### config.mk
export PLATFORM = sky130hd
export DESIGN_NAME = core_sequencer
export DESIGN_NICKNAME = d
export VERILOG_FILES = /design/src/rtl/core_control_types.sv /design/src/rtl/opcodes_pkg.sv /design/src/rtl/next_pc_calc.sv /design/src/rtl/core_sequencer.sv
export SDC_FILE = /design/constraint.sdc
export NUM_CORES = 1
export LEC_CHECK = 0
export CAP_MARGIN = 10
export CORE_ASPECT_RATIO = 1.1
export CORE_MARGIN = 4
export CORE_UTILIZATION = 40
export CTS_CLUSTER_DIAMETER = 40
export DETAILED_ROUTE_END_ITERATION = 10
export GPL_ROUTABILITY_DRIVEN = 0
export PLACE_DENSITY = 0.68
export SLEW_MARGIN = 10
export SYNTH_ARGS = -nofsm -noshare
export SYNTH_HDL_FRONTEND = slang
export SYNTH_SLANG_ARGS = --single-unit
export TNS_END_PERCENT = 1
### constraint.sdc
create_clock -name clk -period 3.6 [get_ports clk]
set_clock_uncertainty 0.1 [all_clocks]
set_input_delay 0.54 -clock clk [delete_from_list [all_inputs] [get_ports clk]]
set_output_delay 0.54 -clock clk [all_outputs]
set_load 0.01 [all_outputs]
### src/rtl/core_control_types.sv
// Shared control types for the multi-cycle core sequencer: FSM state,
// writeback mux select and halt cause encodings.
package core_control_types;
  typedef enum logic [2:0] {
    S_FETCH, S_DECODE, S_EXECUTE, S_MEMORY, S_WRITEBACK, S_HALT
  } core_state_t;

  typedef enum logic [1:0] {
    WB_ALU  = 2'd0,
    WB_MEM  = 2'd1,
    WB_LINK = 2'd2
  } wb_sel_t;

  typedef enum logic [1:0] {
    HC_NONE     = 2'd0,
    HC_SYSTEM   = 2'd1,
    HC_ILLEGAL  = 2'd2,
    HC_MISALIGN = 2'd3
  } halt_cause_t;
endpackage

### src/rtl/opcodes_pkg.sv
// RV32I major opcode constants (instr[6:0]) shared by decode and control logic.
package opcodes_pkg;
  localparam logic [6:0] OPC_LOAD   = 7'b000_0011;
  localparam logic [6:0] OPC_OP_IMM = 7'b001_0011;
  localparam logic [6:0] OPC_AUIPC  = 7'b001_0111;
  localparam logic [6:0] OPC_STORE  = 7'b010_0011;
  localparam logic [6:0] OPC_OP     = 7'b011_0011;
  localparam logic [6:0] OPC_LUI    = 7'b011_0111;
  localparam logic [6:0] OPC_BRANCH = 7'b110_0011;
  localparam logic [6:0] OPC_JALR   = 7'b110_0111;
  localparam logic [6:0] OPC_JAL    = 7'b110_1111;
  localparam logic [6:0] OPC_SYSTEM = 7'b111_0011;
endpackage

### src/rtl/next_pc_calc.sv
// Combinational next-PC resolution.
// Ports: pc (current pc), valE (live execute result), valE_q (latched execute
// result), cond (branch taken), wb_phase (1 = use valE_q, i.e. in WRITEBACK),
// opcode -> next_pc, misaligned (selected target has nonzero [1:0]).
module next_pc_calc
  import opcodes_pkg::*;
#(
  parameter int XLEN = 32
)(
  input  logic [XLEN-1:0] pc,
  input  logic [XLEN-1:0] valE,
  input  logic [XLEN-1:0] valE_q,
  input  logic            cond,
  input  logic            wb_phase,
  input  logic [6:0]      opcode,
  output logic [XLEN-1:0] next_pc,
  output logic            misaligned
);
  logic [XLEN-1:0] tgt;
  logic [XLEN-1:0] seq_pc;

  // Jumps are checked in EXECUTE (live valE) so rf_we can be registered
  // already suppressed, and re-evaluated in WRITEBACK from the latched copy.
  assign tgt    = wb_phase ? valE_q : valE;
  assign seq_pc = pc + XLEN'(4);

  always_comb begin
    next_pc    = seq_pc;
    misaligned = 1'b0;
    case (opcode)
      OPC_BRANCH: if (cond) begin
        next_pc    = tgt;
        misaligned = |tgt[1:0];
      end
      OPC_JAL: begin
        next_pc    = tgt;
        misaligned = |tgt[1:0];
      end
      OPC_JALR: begin
        next_pc    = {tgt[XLEN-1:1], 1'b0};
        misaligned = tgt[1];
      end
      default: ;
    endcase
  end
endmodule

### src/rtl/core_sequencer.sv
// Multi-cycle control FSM for the single-issue RV32I core.
// Fetches over a req/ack imem port, steps FETCH/DECODE/EXECUTE/MEMORY/
// WRITEBACK, owns the pc, drives dmem requests, rf write strobe, writeback
// select, a 64-bit retired-instruction counter and sticky halt status.
// Ports: clk, rst_n (async low); imem_req/addr/ack/rdata; instr, pc to the
// datapath; valE, cond from execute; dmem_req/we/addr/ack; rf_we, wb_sel;
// instret, halted, halt_cause.
module core_sequencer
  import opcodes_pkg::*;
  import core_control_types::*;
#(
  parameter int              XLEN     = 32,
  parameter int              ILEN     = 32,
  parameter logic [XLEN-1:0] RESET_PC = '0
)(
  input  logic            clk,
  input  logic            rst_n,
  output logic            imem_req,
  output logic [XLEN-1:0] imem_addr,
  input  logic            imem_ack,
  input  logic [ILEN-1:0] imem_rdata,
  output logic [ILEN-1:0] instr,
  output logic [XLEN-1:0] pc,
  input  logic [XLEN-1:0] valE,
  input  logic            cond,
  output logic            dmem_req,
  output logic            dmem_we,
  output logic [XLEN-1:0] dmem_addr,
  input  logic            dmem_ack,
  output logic            rf_we,
  output logic [1:0]      wb_sel,
  output logic [63:0]     instret,
  output logic            halted,
  output logic [1:0]      halt_cause
);
  core_state_t     state;
  wb_sel_t         wb_sel_q;
  halt_cause_t     cause_q;
  logic [XLEN-1:0] pc_q, valE_q, npc;
  logic [ILEN-1:0] instr_q;
  logic [63:0]     instret_q;
  logic            npc_mis;
  logic [6:0]      opcode;
  logic            rd_nz;

  assign opcode = instr_q[6:0];
  assign rd_nz  = |instr_q[11:7];

  function automatic logic is_legal(input logic [6:0] op);
    case (op)
      OPC_OP, OPC_OP_IMM, OPC_LUI, OPC_AUIPC, OPC_JAL, OPC_JALR,
      OPC_BRANCH, OPC_LOAD, OPC_STORE, OPC_SYSTEM: return 1'b1;
      default: return 1'b0;
    endcase
  endfunction

  next_pc_calc #(.XLEN(XLEN)) u_next_pc (
    .pc        (pc_q),
    .valE      (valE),
    .valE_q    (valE_q),
    .cond      (cond),
    .wb_phase  (state == S_WRITEBACK),
    .opcode    (opcode),
    .next_pc   (npc),
    .misaligned(npc_mis)
  );

  // Every strobe is its own flop, set on the transition into the state that
  // owns it, so outputs never glitch. After reset the first FETCH cycle only
  // raises imem_req; later FETCH entries raise it on the transition.
  always_ff @(posedge clk or negedge rst_n) begin
    if (!rst_n) begin
      state     <= S_FETCH;
      pc_q      <= RESET_PC;
      instr_q   <= '0;
      valE_q    <= '0;
      instret_q <= '0;
      imem_req  <= 1'b0;
      dmem_req  <= 1'b0;
      dmem_we   <= 1'b0;
      rf_we     <= 1'b0;
      halted    <= 1'b0;
      wb_sel_q  <= WB_ALU;
      cause_q   <= HC_NONE;
    end else begin
      rf_we <= 1'b0;
      case (state)
        S_FETCH: begin
          if (!imem_req) imem_req <= 1'b1;
          else if (imem_ack) begin
            instr_q  <= imem_rdata;
            imem_req <= 1'b0;
            state    <= S_DECODE;
          end
        end
        S_DECODE: begin
          if (opcode == OPC_SYSTEM) begin
            state <= S_HALT; halted <= 1'b1; cause_q <= HC_SYSTEM;
          end else if (!is_legal(opcode)) begin
            state <= S_HALT; halted <= 1'b1; cause_q <= HC_ILLEGAL;
          end else state <= S_EXECUTE;
        end
        S_EXECUTE: begin
          valE_q <= valE;
          case (opcode)
            OPC_BRANCH: begin
              if (npc_mis) begin
                state <= S_HALT; halted <= 1'b1; cause_q <= HC_MISALIGN;
              end else begin
                pc_q      <= npc;
                instret_q <= instret_q + 64'd1;
                imem_req  <= 1'b1;
                state     <= S_FETCH;
              end
            end
            OPC_LOAD, OPC_STORE: begin
              dmem_req <= 1'b1;
              dmem_we  <= (opcode == OPC_STORE);
              state    <= S_MEMORY;
            end
            default: begin
              rf_we    <= rd_nz && !npc_mis;
              wb_sel_q <= (opcode == OPC_JAL || opcode == OPC_JALR) ? WB_LINK : WB_ALU;
              state    <= S_WRITEBACK;
            end
          endcase
        end
        S_MEMORY: begin
          if (dmem_req && dmem_ack) begin
            dmem_req <= 1'b0;
            dmem_we  <= 1'b0;
            if (opcode == OPC_STORE) begin
              pc_q      <= npc;
              instret_q <= instret_q + 64'd1;
              imem_req  <= 1'b1;
              state     <= S_FETCH;
            end else begin
              rf_we    <= rd_nz;
              wb_sel_q <= WB_MEM;
              state    <= S_WRITEBACK;
            end
          end
        end
        S_WRITEBACK: begin
          if (npc_mis) begin
            state <= S_HALT; halted <= 1'b1; cause_q <= HC_MISALIGN;
          end else begin
            pc_q      <= npc;
            instret_q <= instret_q + 64'd1;
            imem_req  <= 1'b1;
            state     <= S_FETCH;
          end
        end
        S_HALT: ;
        default: state <= S_HALT;
      endcase
    end
  end

  assign imem_addr  = pc_q;
  assign pc         = pc_q;
  assign instr      = instr_q;
  assign dmem_addr  = valE_q;
  assign instret    = instret_q;
  assign wb_sel     = wb_sel_q;
  assign halt_cause = cause_q;
endmodule

==> metrics <==
worst-margin pin slew=0.792 ns; post-CTS sizing=0; critical path required time=between 3 and 4 ns; worst min-delay path category=in2async; sequential share of power=0.480; placed wire-length estimate=~18000 um; minimum setup slack in the final design=roughly 0.5 ns; pin count of the biggest net entering global routing=77; initial core utilization=0.408; P_sw=0.000979 W; Final Slew Violations=0; number of nets produced by synthesis=between 900 and 1000; IO Count=between 200 and 300; Overall Global Routing Usage=0.205; via count of the first global-routing pass=between 7000 and 8000; number of failing setup endpoints in the final timing report=0; via density per instance=between 5 and 6; die extent in y=163 um; fraction of power consumed by combinational cells=0.066; TritonCTS clock tree=yes; antenna violations before repair=1; Routed Wire Length=~25000 um; period utilisation layout=0.863; area of the die=between 20000 and 25000 sq um; IR Drop Worst-Case VDD=around 0.29 mV; Post-Syn Instances=852; ratio of cells with drive above 1 in the final layout=0.122; clock buffers created by TritonCTS=17; Final Hold Violating Endpoints=0; htree depth=4; DR pass1 iterations=5; Post-CTS Setup Repair Bufs=0; overflow left after global routing=0; internal power of the cells=roughly 0.0032 W; relative max-transition margin=0.467; power per cell area=between 300 and 400 nW/um^2; CP Class=reg2reg; number of enable-type register cells in the synthesized netlist=0; data arrival time of the worst path=between 3 and 4 ns; Post-Synthesis Cell Area=between 8000 and 9000 sq um; maximum fanout count along the critical path=41; CTS Hold Bufs=0; post-synthesis register bit count=172; status=completed; worst slack after detailed placement=about 0.24 ns; layout-stage area growth over the synthesis result=38.9%; wire length of the first global-routing pass=between 30000 and 40000 um; fraction of registers with async set/reset=1.00; top flip-flop cell by instance count after synthesis=dfrtp_1; synthesis warning total=0; Highest Clock Rate=about 320 MHz; count of nets after finishing=1155; clock period minus final worst setup slack=a little over 3 ns; FP Rows=56; switching part of the total power=0.234; total leakage power=slightly above 5 nW; count of cell types in the netlist=60; startpoint type of the worst setup path=register; nature of the critical path endpoint=register; IO buf count=between 200 and 300; number of maximum-capacitance constraint violations=0; post-synthesis average cell area=~10 sq um; maximum buffer depth of the clock tree=2; antenna viol nets, final=0; count of clock tree sinks=172; CTS root buf=clkbuf_16; number of vias in the routed layout=7398; # DRC=0; part of the power in the clock network=0.454; RSZ-0062 raised after global routing=no; detailed-route wire length per cell=~18 um; core area=21400 sq um; sequential-to-total area share from yosys stat=0.492; worst skew pair latency=0.42 ns; Chip Width=between 100 and 150 um; initial detailed-routing violation count=about 370; setup tns final=0 ns; Clock Pin Slew Worst Setup and Hold Paths=~0.07 ns
==> placed cells by master, fill, tap and decap left out, types with 5 or more instances in the layout <==
cell / Yosys / final
a31oi_1: 7 / 7
nor4_1: 17 / 17
and4_1: 5 / 5
a32oi_1: 7 / 7
inv_1: 13 / 13
xor2_1: 28 / 28
nand2_1: 93 / 93
dfrtp_1: 172 / 172
mux2i_1: 11 / 11
mux2_2: 65 / 65
buf_4: 35 / 20
nand4_1: 25 / 25
nand2b_1: 6 / 6
xnor2_1: 35 / 35
and2_1: 5 / 5
nor3_1: 27 / 27
clkbuf_16: 0 / 17
and3_1: 28 / 28
or3_1: 5 / 5
clkdlybuf4s50_1: 0 / 268
nand3_1: 61 / 61
a21oi_1: 39 / 39
o21ai_0: 22 / 22
o22a_1: 14 / 14
nor4_2: 5 / 5
nor2_1: 30 / 27
==> cells by family after synthesis <==
logic type / after synthesis / share of synthesized area
DFF: 172 / 0.492
muxes: 77 / 0.0979
and+or+nand+nor: 329 / 0.197
xor gates and xnor gates: 63 / 0.0631
adders and majority gates: 2 / 0.00286
AOI/OAI and AO/OA: 119 / 0.0892
buffers and inverters: 90 / 0.0578
==> critical path, cell delays in order (launching register included) <==
cell and delay [ns]:
dfrtp_1 0.60, or3b_1 0.57, mux2_4 0.37, o22ai_1 0.36, or2_2 0.20, buf_4 0.36
nor3_1 0.12, a211o_1 0.29
==> power groups by stage <==
stage | Sequential, W | Clock [W] | Combinational, W
floorplan | 0.00204 | 0 | 0.0000657
global placement | 0.00204 | 0 | 0.000277
detailed placement | 0.00204 | 0 | 0.000280
CTS | 0.00201 | 0.00194 | 0.000280
global route | 0.00201 | 0.00203 | 0.000298
finish | 0.00201 | 0.00190 | 0.000274
==> metrics by stage <==
step / util / cells / total power (W) / area [sq um] / hold slack (ns)
detailed placement: 0.538 / 1355 / 0.00232 / 11500 / 0.366
global route: 0.567 / 1388 / 0.00434 / 12200 / 0.0912
finish: 0.567 / 1388 / 0.00418 / 12200 / 0.0338
floorplan: - / 852 / 0.00211 / 8750 / 0.144
global placement: 0.538 / 1355 / 0.00232 / 11500 / 0.353
CTS: 0.567 / 1387 / 0.00422 / 12200 / 0.0638
==> synthesized netlist by cell type (27+ instances only) <==
library cell	count	area share
a21oi_1	39	0.022
xor2_1	28	0.028
dfrtp_1	172	0.49
nand3_1	61	0.035
nor3_1	27	0.015
nand2_1	93	0.040
and3_1	28	0.020
clkbuf_1	27	0.012
buf_4	35	0.030
xnor2_1	35	0.035
nor2_1	30	0.013
mux2_2	65	0.084
==> cell type report <==
type	instances	area, sq um
fillers	1914	9280
flip-flops and latches	172	4300
multi-input cells	590	3960
repair buffers	290	2860
clock buffers	19	453
well taps	290	363
clock inverters	13	158
inverters	13	48.8
diodes	1	2.50
==> path summary, 6_finish.rpt <==
kind,from,slack [ns],to,cells after the start
worst max-delay path,state[0]$_DFFE_PN0P_,0.49,imem_addr[7]$_DFFE_PN0P_,7
worst min-delay path,rst_n,0.03,dmem_addr[25]$_DFFE_PN0P_,1
worst max register to register,state[0]$_DFFE_PN0P_,0.49,imem_addr[7]$_DFFE_PN0P_,7
worst min register to register,halted$_DFFE_PN0P_,0.37,halted$_DFFE_PN0P_,1
max in group asynchronous,rst_n,2.52,instret[54]$_DFFE_PN0P_,2
min in group clk,halted$_DFFE_PN0P_,0.37,halted$_DFFE_PN0P_,1
==> routing by layer <==
layer,GRT usage,part of all wire
met5,0,0
met4,0.0578,0.017
met3,0.0721,0.078
met2,0.332,0.48
met1,0.262,0.42
==> registers in the layout (all words and copies together), names as in the netlist, 2 cells and up <==
register,cells
wb_sel,2
imem_addr,32
instret,64
instr,32
halt_cause,2
state,3
dmem_addr,32
No activity file was read; power rests on OpenSTA's default activity.
